$ cat config.mk
export PLATFORM = sky130hd
export DESIGN_NAME = flappy_game_ctrl_flat
export DESIGN_NICKNAME = d
export VERILOG_FILES = /design/src/rtl/flappy_game_ctrl_if.sv /design/src/rtl/flappy_game_ctrl.sv /design/src/flat_wrapper.sv
export SDC_FILE = /design/constraint.sdc
export NUM_CORES = 1
export LEC_CHECK = 0
export CELL_PAD_IN_SITES_DETAIL_PLACEMENT = 1
export CELL_PAD_IN_SITES_GLOBAL_PLACEMENT = 1
export CORE_UTILIZATION = 43
export CTS_BUF_LIST = sky130_fd_sc_hd__clkbuf_2 sky130_fd_sc_hd__clkbuf_4 sky130_fd_sc_hd__clkbuf_8
export CTS_CLUSTER_SIZE = 40
export DETAILED_ROUTE_END_ITERATION = 10
export HOLD_SLACK_MARGIN = 0.06
export PLACE_DENSITY_LB_ADDON = 0.12
export SYNTH_ARGS = -nofsm -noshare
export SYNTH_HDL_FRONTEND = slang
export SYNTH_SLANG_ARGS = --single-unit
$ cat constraint.sdc
create_clock -name clk -period 3.1 [get_ports clk]
set_clock_uncertainty 0.15 [all_clocks]
set_input_delay 0.93 -clock clk [delete_from_list [all_inputs] [get_ports clk]]
set_output_delay 0.93 -clock clk [all_outputs]
set_load 0.03 [all_outputs]
$ cat src/rtl/flappy_game_ctrl_if.sv
// flappy_game_ctrl_if: board-side and bird-FSM-side signals of the game sequencer
interface flappy_game_ctrl_if;
    logic       key_raw;
    logic [7:0] bird_pos;
    logic       bird_dead_in;
    logic [7:0] pipe_col;
    logic       press_out;
    logic       fall_out;
    logic       dead_out;
    logic       bird_rst;
    logic       scroll_tick;
    logic [1:0] game_state;
    logic [3:0] score_tens;
    logic [3:0] score_ones;

    modport master (
        output key_raw, bird_pos, bird_dead_in, pipe_col,
        input  press_out, fall_out, dead_out, bird_rst, scroll_tick,
        input  game_state, score_tens, score_ones
    );

    modport slave (
        input  key_raw, bird_pos, bird_dead_in, pipe_col,
        output press_out, fall_out, dead_out, bird_rst, scroll_tick,
        output game_state, score_tens, score_ones
    );
endinterface

$ cat src/rtl/flappy_game_ctrl.sv
// flappy_game_ctrl: IDLE/PLAY/OVER sequencer, gravity/scroll strobes, collision and BCD score
module flappy_game_ctrl #(
    parameter int FALL_DIV   = 12500000,
    parameter int SCROLL_DIV = 25000000
) (
    input logic           clk,
    input logic           reset,
    flappy_game_ctrl_if.slave bus
);
    localparam int FW = $clog2(FALL_DIV);
    localparam int SW = $clog2(SCROLL_DIV);

    typedef enum logic [1:0] {IDLE = 2'b00, PLAY = 2'b01, OVER = 2'b10} state_t;

    state_t        state_q, state_d;
    logic          key_q;
    logic [FW-1:0] fall_cnt_q, fall_cnt_d;
    logic [SW-1:0] scroll_cnt_q, scroll_cnt_d;
    logic          dead_q, dead_d;
    logic [3:0]    tens_q, tens_d, ones_q, ones_d;

    logic play, press_pulse, fall_end, scroll_end, hit, stay_play, bump, clr;

    always_comb begin
        play        = state_q == PLAY;
        press_pulse = bus.key_raw & ~key_q;
        fall_end    = fall_cnt_q == FW'(FALL_DIV - 1);
        scroll_end  = scroll_cnt_q == SW'(SCROLL_DIV - 1);
        hit         = play & ((|(bus.bird_pos & bus.pipe_col)) | bus.bird_dead_in);
        state_d     = (state_q == IDLE) ? (press_pulse ? PLAY : IDLE) :
                      (state_q == PLAY) ? (hit ? OVER : PLAY) :
                      (state_q == OVER) ? (press_pulse ? IDLE : OVER) : IDLE;
        // counters only run while PLAY persists, so they read 0 on the first OVER cycle
        stay_play    = play & (state_d == PLAY);
        fall_cnt_d   = (stay_play & ~fall_end) ? fall_cnt_q + FW'(1) : '0;
        scroll_cnt_d = (stay_play & ~scroll_end) ? scroll_cnt_q + SW'(1) : '0;
        dead_d       = state_d == OVER;
        clr          = (state_q == IDLE) & press_pulse;
        bump         = play & scroll_end & (|bus.pipe_col) & ~hit & ~(tens_q == 4'd9 && ones_q == 4'd9);
        ones_d       = clr ? 4'd0 : bump ? (ones_q == 4'd9 ? 4'd0 : ones_q + 4'd1) : ones_q;
        tens_d       = clr ? 4'd0 : (bump && ones_q == 4'd9) ? tens_q + 4'd1 : tens_q;
    end

    always_ff @(posedge clk) begin
        if (reset) begin
            state_q      <= IDLE;
            key_q        <= 1'b0;
            fall_cnt_q   <= '0;
            scroll_cnt_q <= '0;
            dead_q       <= 1'b0;
            tens_q       <= 4'd0;
            ones_q       <= 4'd0;
        end else begin
            state_q      <= state_d;
            key_q        <= bus.key_raw;
            fall_cnt_q   <= fall_cnt_d;
            scroll_cnt_q <= scroll_cnt_d;
            dead_q       <= dead_d;
            tens_q       <= tens_d;
            ones_q       <= ones_d;
        end
    end

    assign bus.press_out   = play & press_pulse;
    assign bus.fall_out    = play & fall_end;
    assign bus.scroll_tick = play & scroll_end;
    assign bus.dead_out    = dead_q;
    assign bus.bird_rst    = state_q == IDLE;
    assign bus.game_state  = state_q;
    assign bus.score_tens  = tens_q;
    assign bus.score_ones  = ones_q;
endmodule

$ cat src/flat_wrapper.sv
// flat-port wrapper written by rule: the top's interface ports become plain ports
module flappy_game_ctrl_flat 
#(
    parameter int FALL_DIV   = 12500000,
    parameter int SCROLL_DIV = 25000000
)
  (clk, reset, bus_key_raw, bus_bird_pos, bus_bird_dead_in, bus_pipe_col, bus_press_out, bus_fall_out, bus_dead_out, bus_bird_rst, bus_scroll_tick, bus_game_state, bus_score_tens, bus_score_ones);
  flappy_game_ctrl_if bus_i ();
  input logic clk;
  input logic reset;
  input wire logic [$bits(bus_i.key_raw)-1:0] bus_key_raw;
  input wire logic [$bits(bus_i.bird_pos)-1:0] bus_bird_pos;
  input wire logic [$bits(bus_i.bird_dead_in)-1:0] bus_bird_dead_in;
  input wire logic [$bits(bus_i.pipe_col)-1:0] bus_pipe_col;
  output wire logic [$bits(bus_i.press_out)-1:0] bus_press_out;
  output wire logic [$bits(bus_i.fall_out)-1:0] bus_fall_out;
  output wire logic [$bits(bus_i.dead_out)-1:0] bus_dead_out;
  output wire logic [$bits(bus_i.bird_rst)-1:0] bus_bird_rst;
  output wire logic [$bits(bus_i.scroll_tick)-1:0] bus_scroll_tick;
  output wire logic [$bits(bus_i.game_state)-1:0] bus_game_state;
  output wire logic [$bits(bus_i.score_tens)-1:0] bus_score_tens;
  output wire logic [$bits(bus_i.score_ones)-1:0] bus_score_ones;
  assign bus_i.key_raw = bus_key_raw;
  assign bus_i.bird_pos = bus_bird_pos;
  assign bus_i.bird_dead_in = bus_bird_dead_in;
  assign bus_i.pipe_col = bus_pipe_col;
  assign bus_press_out = bus_i.press_out;
  assign bus_fall_out = bus_i.fall_out;
  assign bus_dead_out = bus_i.dead_out;
  assign bus_bird_rst = bus_i.bird_rst;
  assign bus_scroll_tick = bus_i.scroll_tick;
  assign bus_game_state = bus_i.game_state;
  assign bus_score_tens = bus_i.score_tens;
  assign bus_score_ones = bus_i.score_ones;
  flappy_game_ctrl #(.FALL_DIV(FALL_DIV), .SCROLL_DIV(SCROLL_DIV)) u_core (.clk(clk), .reset(reset), .bus(bus_i));
endmodule
==> results of run 1 <==
-- timing repair --
action	CTS	global route
pin swaps	1	3
cloned	0	0
setup endpoints to repair	2	2
gates resized for setup	3	11
buffers inserted	1	3
-- area by class of cell --
cell class / count / share of cell area (%)
multi-input cells: 267 / 45.4
well taps: 77 / 2.60
flip-flops and latches: 61 / 33.2
repair buffers: 51 / 13.2
clock inverters: 2 / 0.945
inverters: 6 / 0.608
clock buffers: 11 / 4.09
-- flip-flops by register name (all words and copies together), names as in the netlist --
register and flops:
u_core.bus.score_ones 4, u_core.fall_cnt_q 24, u_core.bus.game_state 2, u_core.scroll_cnt_q 25, u_core.bus.score_tens 4, u_core.bus.dead_out 1
u_core.key_q 1
-- power breakdown --
part / internal [mW] / switching (mW) / leakage [nW] / total, mW
registers: 0.786 / 0.00388 / 0.494 / 0.790
clock network: 0.401 / 0.294 / 0.0971 / 0.694
logic: 0.0407 / 0.0352 / 0.698 / 0.0759
total: 1.23 / 0.333 / 1.29 / 1.56
-- synth_stat cells (all sizes together) (5+ instances only) --
master,number,share of area (%)
nand2,29,3.7
clkbuf,5,0.68
or4,6,1.7
inv,6,0.76
nor4,6,1.5
nand4,17,3.8
a21oi,8,1.4
nor3,7,1.2
and4,8,2.4
and3,14,3.1
dfxtp,61,41
nand3,21,3.6
xnor2,11,3.3
nor2,62,7.9
xor2,32,9.5
-- how the worst max path moves through the flow --
stage / startpoint / to / depth (start not counted)
floorplan: u_core.scroll_cnt_q[0] / bus_scroll_tick / 6
global placement: bus_pipe_col[2] / u_core.bus.score_ones[3] / 6
detailed placement: bus_bird_pos[5] / u_core.fall_cnt_q[7] / 9
CTS: u_core.scroll_cnt_q[0] / bus_scroll_tick / 6
global route: u_core.scroll_cnt_q[0] / bus_scroll_tick / 6
finish: u_core.scroll_cnt_q[0] / bus_scroll_tick / 6
-- per-stage QoR --
stage	setup TNS [ns]	utilization, %	cell area [µm²]	hold slack [ns]	cells
6_report	0	57.1	3710	0.310	475
4_1_cts	0	56.2	3650	0.317	472
5_1_grt	0	57.1	3710	0.355	475
3_5_place_dp	-0.0301	53.1	3450	0.303	458
2_1_floorplan	0	-	2950	0.276	343
3_3_place_gp	0	53.1	3450	0.296	458
-- metal layers --
layer	part of all wire [%]	wire length (µm)	GRT usage [%]
met3	4.3	329	3.74
met5	0	0	0
met1	49	3730	31.2
met2	45	3440	36.5
met4	2.3	180	10.8
-- cells by family (layout without fill, tap and decap cells) --
family,Yosys count,count (layout),share of synthesized area (%)
compound gates,24,24,5.52
mux,3,3,1.06
buf+inv,15,70,2.42
simple gates,193,193,35.0
flops,61,61,41.5
fa+ha+maj,4,4,1.70
xor+xnor,43,43,12.8
==> out/qor.yml, run 1 <==
grt:
  grt_use_total_pct: 23.2
  vias_in_the_first_global_route: 2704
  grt_start_max_net_pins: 24
  global_route.overflow_total: 0
  grt_pass1_wl_um: 13100
  antenna_found_initial: 0
drt:
  detail_route.first_pass.iterations: 6
  drc: 0
  avgRoutedWirePerCell_um: 16.2
  routed_wl_um: 7680
  antenna_violating_nets_post_route: 0
  vias: 2693
  dr.first_iter.drc_count: 98
  post_drt_via_cell_ratio: 5.67
timing:
  min_period_over_period_pct: 96.3
  grt_setup_unrepaired: "false"
  layout_setup_ws_ns: 0.113
  slew_headroom_pct: 41.0
  timing.final.crit_period_ns: 2.99
  clock.fmax_mhz: 335
  setup_viol: 0
  worstMarginPinSlew_ns: 0.877
  finalHoldViolCount: 0
  timing_max_transition_violations_final: 0
cells_and_area:
  fill_cells: 786
  sequential_cell_area_um2: 1230
  synthToLayoutAreaGrowth_pct: 25.8
  multi_input_comb_area_um2: 1680
  layout.cells.most_common: "sky130_fd_sc_hd__nor2_1"
  layout_common_cells: "61 x sky130_fd_sc_hd__nor2_1, 57 x sky130_fd_sc_hd__dfxtp_1, 32 x sky130_fd_sc_hd__xor2_1, 31 x sky130_fd_sc_hd__clkdlybuf4s50_1, 29 x sky130_fd_sc_hd__nand2_1"
  diodes: 0
  design.final.nets: 420
  layout-drive-gt1-share_pct: 14.1
floorplanning:
  core-area_um2: 6490
  core.rowCount: 29
  dieHeight_um: 84.8
  die-area_um2: 7180
  die-width_um: 84.8
  start_util_pct: 45.3
  pin_count: 35
clock_tree:
  cts_htree_levels: 3
  cts_tree: "yes"
  clock_path_buffers: 2
  postCtsHoldBufs: 0
  clkSinkCount: 61
  insertion_delay_ns: 0.33
  cts-root-buf: "sky130_fd_sc_hd__clkbuf_8"
  clkTransAtPathRegs_ns: 0.07
  inserted_clock_buffers: 9
worst_setup_path:
  critical_path.max_stage_delay_ns: 0.38
  start_kind: "flop"
  critical_path_end_type: "output port"
  worst-r2r-cell-count: 6
  worst-endpoint-required_ns: 2.02
  critical_path.reg2reg.startpoint: "u_core.scroll_cnt_q[9]"
  critical_path.max_fanout: 4
  timing.critical_path.arrival_ns: 1.91
  critical-path-top-delay-family: "simple AND/OR/NAND/NOR gates"
  cp_slowest_cell: "sky130_fd_sc_hd__dfxtp_2"
  timing.rr.end: "u_core.bus.score_ones[2]"
  crit_path_cell_trace: "ha_4 > and4_4 > nand4_2 > or3_4 > nor2_1 > buf_4"
  critical_path_class: "flop to output port"
  critical_path_buf_inv_count: 1
  rrSetupSlack_ns: 0.68
yosys:
  synth_enable_flop_cells: 0
  synth.yosys.warnings: 0
  ys_seq_elements: 61
  yosys_most_used_dff: "sky130_fd_sc_hd__dfxtp_1"
  asyncSetResetFlopFracSynth_pct: 0
  synth.net_count: 367
  synth_cells: 343
  netlist-cell-type-count: 54
  yosysSeqAreaShare_pct: 41.5
  netlist_area_um2: 2950
  post_synth.cell_area_avg_um2: 8.59
min_path:
  hp-start: "u_core.fall_cnt_q[0]"
  worst_hold_path.endpoint: "u_core.fall_cnt_q[0]"
  holdCritPathClass: "flop to flop"
  worstHoldPathCells: 1
placed_design:
  dp_worst_setup_slack_ns: -0.0301
  routabilityCongestion: 0.808
  portBuffers: 34
  place.detailed.hpwl_um: 5480
power_and_ir_drop:
  vdd.ir_drop.worst_mv: 0.168
  powerDensity_nw_per_um2: 421
  report.power.total_mw: 1.56
  cellLeakagePower_nw: 1.29
outcome:
  outcome: "completed"
run:
  max_cap_violations: 0
Note: power is estimated with default switching activity, not from simulation.
==> inputs of run 2 (changes only) <==
RECOVER_POWER = 25   (was default)
==> run 2 against run 1 <==
First-iteration DRC count grew 3.1%. Non-clock buffer count is the same. Global-route usage is the same. Final cell count is the same. Sequential power is essentially flat. Core utilization shrank 0.12 points. Setup slack gained 0.0013 ns. Final area shrank 0.20%. Worst hold slack is essentially flat.
==> out/qor.yml, run 2 (synthesized netlist as in run 1, its figures left out) <==
timing:
  setup_tns_ns: 0  # unchanged
  grt_setup_unrepaired: "false"
  clock.fmax_mhz: 335  # about the same
  finalHoldViolCount: 0  # unchanged
  slew_headroom_pct: 41.0  # about the same
  setup_viol: 0  # unchanged
  min_period_over_period_pct: 96.3  # about the same
  timing.final.crit_period_ns: 2.99  # -0.00133 ns
  layout_setup_ws_ns: 0.115  # +0.00133 ns
  timing_max_transition_violations_final: 0  # unchanged
  worstMarginPinSlew_ns: 0.877  # +0.0000572 ns
clock_tree:
  insertion_delay_ns: 0.33  # about the same
  cts-root-buf: "sky130_fd_sc_hd__clkbuf_8"
  cts_tree: "yes"
  postCtsHoldBufs: 0  # unchanged
  clkSinkCount: 61  # unchanged
  cts_htree_levels: 3  # unchanged
  clkTransAtPathRegs_ns: 0.07  # about the same
  clock_path_buffers: 2  # unchanged
  inserted_clock_buffers: 9  # unchanged
cells_and_area:
  layout_common_cells: "61 x sky130_fd_sc_hd__nor2_1, 57 x sky130_fd_sc_hd__dfxtp_1, 32 x sky130_fd_sc_hd__xor2_1, 29 x sky130_fd_sc_hd__nand2_1, 21 x sky130_fd_sc_hd__nand3_1"
  largest_reg_flops: 25  # unchanged
  sequential_cell_area_um2: 1230  # unchanged
  design.final.nets: 420  # unchanged
  layout-drive-gt1-share_pct: 13.6  # -0.50 points
  largest-register: "u_core.scroll_cnt_q"
  fill_cells: 790  # +0.51%
  layout.cells.most_common: "sky130_fd_sc_hd__nor2_1"
  diodes: 0  # unchanged
  registers_with_the_highest_flip_flop_counts: "u_core.scroll_cnt_q x25, u_core.fall_cnt_q x24"
  synthToLayoutAreaGrowth_pct: 25.6
  multi_input_comb_area_um2: 1680  # unchanged
min_path:
  holdCritPathClass: "flop to flop"
power_and_ir_drop:
  cellLeakagePower_nw: 1.32  # +2.2%
  powerDensity_nw_per_um2: 421  # about the same
  vdd.ir_drop.worst_mv: 0.168  # about the same
  report.power.total_mw: 1.56  # -0.14%
floorplanning:
  core.rowCount: 29  # unchanged
  dieHeight_um: 84.8  # unchanged
  pin_count: 35  # unchanged
  die-width_um: 84.8  # unchanged
  die-area_um2: 7180  # unchanged
  start_util_pct: 45.3  # unchanged
  core-area_um2: 6490  # unchanged
grt:
  antenna_found_initial: 0  # unchanged
  grt_pass1_wl_um: 13100  # unchanged
  grt_start_max_net_pins: 24  # unchanged
  global_route.overflow_total: 0  # unchanged
  vias_in_the_first_global_route: 2704  # unchanged
  grt_use_total_pct: 23.2  # unchanged
drt:
  vias: 2685  # -0.30%
  post_drt_via_cell_ratio: 5.65  # -0.30%
  avgRoutedWirePerCell_um: 16.1  # -0.44%
  dr.first_iter.drc_count: 101  # +3.1%
  routed_wl_um: 7650  # -0.44%
  detail_route.first_pass.iterations: 6  # unchanged
  antenna_violating_nets_post_route: 0  # unchanged
  drc: 0  # unchanged
worst_setup_path:
  critical_path.max_fanout: 4  # unchanged
  worst-endpoint-required_ns: 2.02  # about the same
  timing.critical_path.arrival_ns: 1.91  # about the same
  critical_path_end_type: "output port"
  critical_path_class: "flop to output port"
  start_kind: "flop"
placed_design:
  place.detailed.hpwl_um: 5480  # unchanged
  dp_worst_setup_slack_ns: -0.0301  # unchanged
  routabilityCongestion: 0.808  # unchanged
  portBuffers: 34  # unchanged
run:
  max_cap_violations: 0  # unchanged
outcome:
  outcome: "completed"
run 2: power by group:
part | internal (mW) | total [mW] | switching (mW)
logic | 0.0377 | 0.0726 | 0.0349
registers | 0.786 | 0.790 | 0.00375
clock network | 0.401 | 0.695 | 0.295
total | 1.22 | 1.56 | 0.334
run 2: repair_timing:
action                     CTS  global route
setup endpoints to repair    2             2
gates resized for setup      3            11
pin swaps                    1             3
buffers inserted             1             3
cloned                       0             0
run 2: layout make-up:
| type | count | area share [%] |
|---|---|---|
| multi-input cells | 267 | 45.5 |
| flip-flops and latches | 61 | 33.2 |
| repair buffers | 51 | 13.0 |
| clock buffers | 11 | 4.09 |
| well taps | 77 | 2.60 |
| clock inverters | 2 | 0.947 |
| inverters | 6 | 0.609 |
run 2: worst max-delay path, cell delays in order, from the launching register on:
cell                      delay, ns
sky130_fd_sc_hd__dfxtp_2       0.38
sky130_fd_sc_hd__ha_4          0.16
sky130_fd_sc_hd__and4_4        0.25
sky130_fd_sc_hd__nand4_2       0.13
sky130_fd_sc_hd__or3_4         0.38
sky130_fd_sc_hd__nor2_1        0.10
sky130_fd_sc_hd__buf_4         0.17
run 2: metal layers:
metal	routed length, µm	track usage, %
met5	0	0
met4	160	10.8
met3	333	3.74
met2	3430	36.5
met1	3720	31.2
run 2: worst paths after layout:
kind | end | cells past startpoint | from | slack [ns]
worst min register to register | u_core.fall_cnt_q[0] | 1 | u_core.fall_cnt_q[0] | 0.31
worst min-delay path | u_core.fall_cnt_q[0] | 1 | u_core.fall_cnt_q[0] | 0.31
worst max register to register | u_core.bus.score_ones[2] | 6 | u_core.scroll_cnt_q[9] | 0.67
worst max-delay path | bus_scroll_tick | 6 | u_core.scroll_cnt_q[0] | 0.11
run 2: stage by stage:
stage | hold slack [ns] | area (µm²) | instances | utilization [%]
final | 0.310 | 3700 | 475 | 56.9
after CTS | 0.317 | 3650 | 472 | 56.2
after floorplan | 0.276 | 2950 | 343 | -
after detailed placement | 0.303 | 3450 | 458 | 53.1
after global routing | 0.355 | 3700 | 475 | 56.9
after global placement | 0.296 | 3450 | 458 | 53.1
